===== src/rtl/serial_pkg.sv =====
// serial_pkg: shared FSM states, line levels and parity helper for the serial receiver
package serial_pkg;
   typedef enum logic [1:0] {IDLE, DATA, PARITY, STOP} rx_state_t;
   localparam logic IDLE_LEVEL  = 1'b0;
   localparam logic START_LEVEL = 1'b1;
   function automatic logic even_parity(input logic [63:0] word);
      return ^word;
   endfunction
endpackage


===== src/rtl/sipo_shift.sv =====
// sipo_shift: serial-in parallel-out register, new bits enter at the LSB
module sipo_shift #(
   parameter int W = 8
) (
   input  logic         clk,
   input  logic         rst,
   input  logic         en,
   input  logic         din,
   output logic [W-1:0] q
);
   // shift left on enable so the first bit received ends up as the MSB
   always_ff @(posedge clk) begin
      if (rst) q <= '0;
      else if (en) q <= {q[W-2:0], din};
   end
endmodule


===== src/rtl/sipo_frame_rx.sv =====
// sipo_frame_rx: start/data/parity/stop frame receiver with a one-entry valid/ready output
module sipo_frame_rx
   import serial_pkg::*;
#(
   parameter int DATA_W    = 8,
   parameter int PARITY_EN = 1
) (
   input  logic              clk,
   input  logic              rst,
   input  logic              serial_in,
   output logic [DATA_W-1:0] out_data,
   output logic              out_perr,
   output logic              out_valid,
   input  logic              out_ready,
   output logic              frame_err,
   output logic              overrun
);
   localparam int CW = $clog2(DATA_W + 1);
   rx_state_t         state, state_n;
   logic [CW-1:0]     cnt, cnt_n;
   logic              shift_en, par_q, deliver, bad_stop, perr;
   logic [DATA_W-1:0] sh_q;

   sipo_shift #(.W(DATA_W)) u_shift (
      .clk (clk),
      .rst (rst),
      .en  (shift_en),
      .din (serial_in),
      .q   (sh_q)
   );

   assign deliver  = (state == STOP) && (serial_in == IDLE_LEVEL);
   assign bad_stop = (state == STOP) && (serial_in != IDLE_LEVEL);
   assign perr     = (PARITY_EN != 0) ? even_parity(64'({sh_q, par_q})) : 1'b0;

   // next-state and bit counting: DATA runs for DATA_W edges, then optional parity, then stop
   always_comb begin
      state_n  = state;
      cnt_n    = cnt;
      shift_en = 1'b0;
      case (state)
         IDLE: begin
            if (serial_in == START_LEVEL) begin
               state_n = DATA;
               cnt_n   = '0;
            end
         end
         DATA: begin
            shift_en = 1'b1;
            cnt_n    = cnt + CW'(1);
            if (cnt == CW'(DATA_W - 1)) state_n = (PARITY_EN != 0) ? PARITY : STOP;
         end
         PARITY:  state_n = STOP;
         STOP:    state_n = IDLE;
         default: state_n = IDLE;
      endcase
   end

   // state, counter and captured parity bit
   always_ff @(posedge clk) begin
      if (rst) begin
         state <= IDLE;
         cnt   <= '0;
         par_q <= 1'b0;
      end else begin
         state <= state_n;
         cnt   <= cnt_n;
         if (state == PARITY) par_q <= serial_in;
      end
   end

   // output register: load on a good stop if empty or draining, else flag overrun
   always_ff @(posedge clk) begin
      if (rst) begin
         out_data  <= '0;
         out_perr  <= 1'b0;
         out_valid <= 1'b0;
         frame_err <= 1'b0;
         overrun   <= 1'b0;
      end else begin
         frame_err <= bad_stop;
         overrun   <= deliver && out_valid && !out_ready;
         if (deliver && (!out_valid || out_ready)) begin
            out_data  <= sh_q;
            out_perr  <= perr;
            out_valid <= 1'b1;
         end else if (out_valid && out_ready && !deliver) begin
            out_valid <= 1'b0;
         end
      end
   end
endmodule


===== config.mk =====
export PLATFORM = sky130hd
export DESIGN_NAME = sipo_frame_rx
export DESIGN_NICKNAME = d
export VERILOG_FILES = /design/src/rtl/serial_pkg.sv /design/src/rtl/sipo_shift.sv /design/src/rtl/sipo_frame_rx.sv
export SDC_FILE = /design/constraint.sdc
export NUM_CORES = 1
export LEC_CHECK = 0
export ABC_CLOCK_PERIOD_IN_PS = 2000
export CAP_MARGIN = 15
export CORE_UTILIZATION = 40
export CTS_CLUSTER_DIAMETER = 120
export CTS_CLUSTER_SIZE = 8
export DETAILED_ROUTE_END_ITERATION = 12
export GPL_ROUTABILITY_DRIVEN = 0
export PLACE_DENSITY = 0.61
export SYNTH_ARGS = -nofsm -noshare
export SYNTH_HDL_FRONTEND = slang
export SYNTH_SLANG_ARGS = --single-unit

===== constraint.sdc =====
create_clock -name clk -period 2 [get_ports clk]
set_clock_uncertainty 0.05 [all_clocks]
set_input_delay 0.3 -clock clk [delete_from_list [all_inputs] [get_ports clk]]
set_output_delay 0.3 -clock clk [all_outputs]
set_load 0.05 [all_outputs]

Word-level counts from Yosys, hierarchy flattened --
Index checks and enable logic that the tools add are counted.
Storage, ports and cells: flip-flop bits (word level) 27, bits of input ports 4
Cells by class: add/subtract/negate cells 1, reductions and logical operators 17, muxes and demuxes 8, bitwise logic cells 1, equal/unequal tests 6
Operator list (number):
- 64-bit parity | 1
- 2-bit case mux with 4 select lines | 1
- 4-bit case mux with 2 select lines | 1
- 1-bit logical AND | 7
- 4-bit by 1-bit adder with 4-bit output (second input constant) | 1
- 2-bit equality test (second input constant) | 2
- 4-bit by 3-bit equality test with 1-bit output (second input constant) | 1
- 2-bit two-way mux | 2
- 4-bit two-way mux | 1
- 2-bit != test (second input constant) | 2
- 2-bit AND reduction | 2
- 2-bit nonzero test | 2
- 1-bit logical NOT | 3
- 1-bit two-way mux | 3
- 2-bit by 1-bit equality test with 1-bit output (second input constant) | 1
- 2-bit logical NOT | 1
- 1-bit logical OR | 1
- 1-bit inverter | 1

Longest topological paths before layout --
depth in word-level cells 6, mapped depth 6

Hierarchy --
A second synthesis with hierarchy kept.
Second synthesis, totals: cells, all modules 118, area total of the unflattened synthesis 1178.6 um2
By module, submodules not included:
- sipo_frame_rx | area each 893.4 um2, cells an instance 92, sequential area each 380.4 um2, instances 1
- sipo_shift | area each 285.3 um2, cells an instance 26, sequential area each 160.2 um2, instances 1

Least setup slack after synthesis --
Ideal clock, no wire load.
kind reg-to-reg, start point reg state[0], end point reg state[1], slack 591 ps, stages on the path, launching flop included 7, period minus slack after synthesis 1409 ps, required time 1822 ps, library setup time 128 ps, data arrival time 1232 ps, buffers on the path 0, cell sequence dfxtp_1 -> inv_1 -> ha_1 -> nor2b_1 -> a21oi_1 -> mux2i_1 -> nor2_1
Between the ends: word-level cells in the longest chain between the ends 3, elaborated cells on any way between the ends 8, those cells by class 5 x eq/ne; 1 x mux; 2 x reduce/logical
RTL lines:
- start, declared | RTL line sipo_frame_rx.sv:19 | rx_state_t state, state_n;
- start signal, assigned | RTL line sipo_frame_rx.sv:66 | state <= state_n;
- 2-bit by 1-bit equality test with 1-bit output or 2-bit logical NOT (tied branches) | RTL line sipo_frame_rx.sv:41 | case (state)
- 2-bit != test (no line)
- 2-bit AND reduction (no line)
Parallel ways exist; a longest one is shown, timed or not. A chain may end at the register's enable or synchronous reset.

Final worst setup path --
start point reg out_data[4], end point out out_data[4]
RTL lines:
- start, declared | RTL line sipo_frame_rx.sv:11 | output logic [DATA_W-1:0] out_data,
- start signal, assigned | RTL line sipo_frame_rx.sv:84 | out_data <= sh_q;
No word-level cell between the ends.

==> impl_results.md <==
* Area growth syn-to-layout at 18.4%
* Rows at 19
* Synthesized cell area at 0.00117 mm^2
* #FFs+latches synth at 27
* Synth cell types at 27
* Post-synth top flop: dfxtp_1
* Setup WS post-layout at 151 ps
* RSZ-0062 raised after global routing: no
* Fillcell total at 273
* Vias/cell at 5.00
* Clock slew at reported path FFs at 160 ps
* TritonRoute pass-1 iters at 4
* Worst skew pair latency at 310 ps
* Grt ovf at 0
* Critical path class: flop to output port
* Crit path DAT at 1500 ps
* Worst hold endpoint: out_data[1]$_SDFFE_PP0P_
* Crit path max-delay cell type: clkdlybuf4s50_1
* Critical R2R Launch: state[0]$_SDFFE_PP0P_
* Final hold vios at 0
* CP Capture Type: output port
* Crit-path leading delay family: buffers and inverters
* Syn. warnings at 0
* Reg-to-reg setup timing slack at 400 ps
* Max Fclk at 541 MHz
* Largest net degree at the start of global routing at 17
* Core area at 0.00276 mm^2
* DR vias at 875
* Async SR Flop Fraction at 0
* Initial core utilization at 0.426
* Die height at 56.2 um
* 1st-iter DRT viols at 16
* Post_cts resized at 0
* CP bufs+invs at 1
* Hold Buf Count CTS at 0
* Critical Path Fanout Max at 2
* Register area share after synthesis at 0.461
* Die Wd at 56.2 um
* Mapped Cells at 128
* Syn Area/Cell at 9.17 um^2
* Crit start category: flop
* First-pass GRT wire length at 3.51 mm
* VDD IR-drop max at 0.000603 V
* Largest cells by area after synthesis: dfxtp_1, mux2i_1, ha_1
* PortBufs at 15
* Hold path cells at 2
* Crit-path max cell delay at 800 ps
* Final Cycle Share at 0.924
* Share of layout cells above drive strength 1 at 0.0625
* Placement Setup Slack at 186 ps
* Total negative setup slack at 0 ps
* Post-synth top area cell: dfxtp_1
* R2r endpoint: state[0]$_SDFFE_PP0P_
* Die Area at 0.00315 mm^2
* Slew margin rel. at 0.668
* Antenna violations before repair at 0
* Setup bufs post-CTS at 0
* Top-count cell post-synth: dfxtp_1
* Worst-path cell chain: clkdlybuf4s50_1
* Clk sink count at 27
* Post-synth top area share at 0.461
* NumNets Final at 155
* Final setup viols at 0
* Post-DRT Antenna Nets at 0
* Vias in the first global route at 810
* EDFF count, synth at 0
* Final Hold Slack at 422 ps
* Commonest cells post-synth: dfxtp_1, nand2_1, nor2_1, a21oi_1, mux2i_1
* Hold Startpoint: out_data[1]$_SDFFE_PP0P_
* Maxcap violations at 0
* Status: completed
* Leak at 0.521 nW
* Total GRT Usage at 0.143
* Longest Clk Path Bufs at 2
* Final min period at 1850 ps
* Drt drc at 0
* IO Pins at 16
* Clock Tree Root: clkbuf_4
* Worst Path Required at 1650 ps
* Wire per inst at 11.9 um
* Total Routed Length at 2.08 mm
* Max Slew Vio Count at 0
* PwrDens at 909 mW/mm^2
* Post-DP HPWL at 1.56 mm
* H-tree Lvls at 1
* FF-to-FF path depth at 6
* Worst min path class: flop to flop
* Ant. Diodes at 0
* Tightest Pin Transition at 496 ps
* Num CTS Buffers at 3
* Syn_nets at 138
* CTS tree: built
[placed cells by master (no fill, tap or decap)]
cell type / instances
o21ai_0: 3
and3_1: 1
clkinvlp_4: 1
nand2_1: 19
o211ai_2: 1
nand2b_1: 6
buf_4: 3
inv_1: 3
xor2_1: 1
xnor3_1: 2
and2_1: 1
a22oi_1: 1
clkdlybuf4s50_1: 15
xnor2_1: 2
nor3_1: 2
nor2b_1: 2
a211oi_1: 1
a21oi_1: 12
nand3_1: 3
ha_1: 6
mux2i_1: 10
nand3b_1: 2
dfxtp_1: 27
nor2_1: 14
nor2_2: 1
clkbuf_4: 3
nor4_1: 1
a32oi_1: 1
[sequential cells by signal (all words and copies together), names as in the netlist]
name	count
cnt	4
frame_err	1
out_data	8
out_perr	1
out_valid	1
overrun	1
par_q	1
state	2
u_shift.q	8
[per-layer routing]
metal | share of wire | vias to the layer above | GRT usage
met4 | 0.0082 | 0 | 0.0627
met5 | 0 | - | 0
met2 | 0.46 | 10 | 0.221
li1 | - | 455 | -
met3 | 0.022 | 2 | 0.0209
met1 | 0.51 | 408 | 0.199
[kinds of logic (layout without fill, tap and decap cells)]
| kind of cell | after synthesis | in the layout | share of synthesized area |
|---|---|---|---|
| DFF | 27 | 27 | 0.461 |
| AOI/OAI and AO/OA | 19 | 19 | 0.0949 |
| xor gates and xnor gates | 5 | 5 | 0.0608 |
| buffers and inverters | 9 | 25 | 0.0309 |
| muxes | 10 | 10 | 0.0853 |
| adders and majority gates | 6 | 6 | 0.0640 |
| and+or+nand+nor | 52 | 52 | 0.204 |
[how the worst max path moves through the flow]
stage | slack [ps] | depth (start not counted) | startpoint | endpoint
after floorplan | 590 | 6 | state[0]$_SDFFE_PP0P_ | state[1]$_SDFFE_PP0P_
after global placement | 240 | 5 | serial_in | out_data[4]$_SDFFE_PP0P_
after detailed placement | 190 | 5 | serial_in | out_data[7]$_SDFFE_PP0P_
after CTS | 130 | 1 | out_valid$_SDFFE_PP0P_ | out_valid
after global routing | 90 | 1 | out_perr$_SDFFE_PP0P_ | out_perr
final | 150 | 1 | out_data[4]$_SDFFE_PP0P_ | out_data[4]
[layout make-up]
class | count | area [um^2] | area share
multi-input cells | 92 | 597 | 0.429
flip-flops and latches | 27 | 541 | 0.389
repair buffers | 18 | 173 | 0.124
well taps | 31 | 38.8 | 0.0279
clock buffers | 3 | 22.5 | 0.0162
inverters | 3 | 11.3 | 0.00810
clock inverters | 1 | 7.51 | 0.00540
[report_power, final]
group	switching [mW]	internal, mW	leakage, nW
combinational	0.226	0.173	0.289
clock	0.164	0.0764	0.0139
sequential	0.0431	0.583	0.218
total	0.432	0.832	0.521
[stage by stage]
step	util	area (um^2)	total power [mW]	cells
floorplan	-	1170	0.947	128
global placement	0.493	1360	1.02	171
detailed placement	0.493	1360	1.04	171
CTS	0.504	1390	1.28	175
global route	0.504	1390	1.35	175
finish	0.504	1390	1.26	175
(Power assumes the default switching activity.)
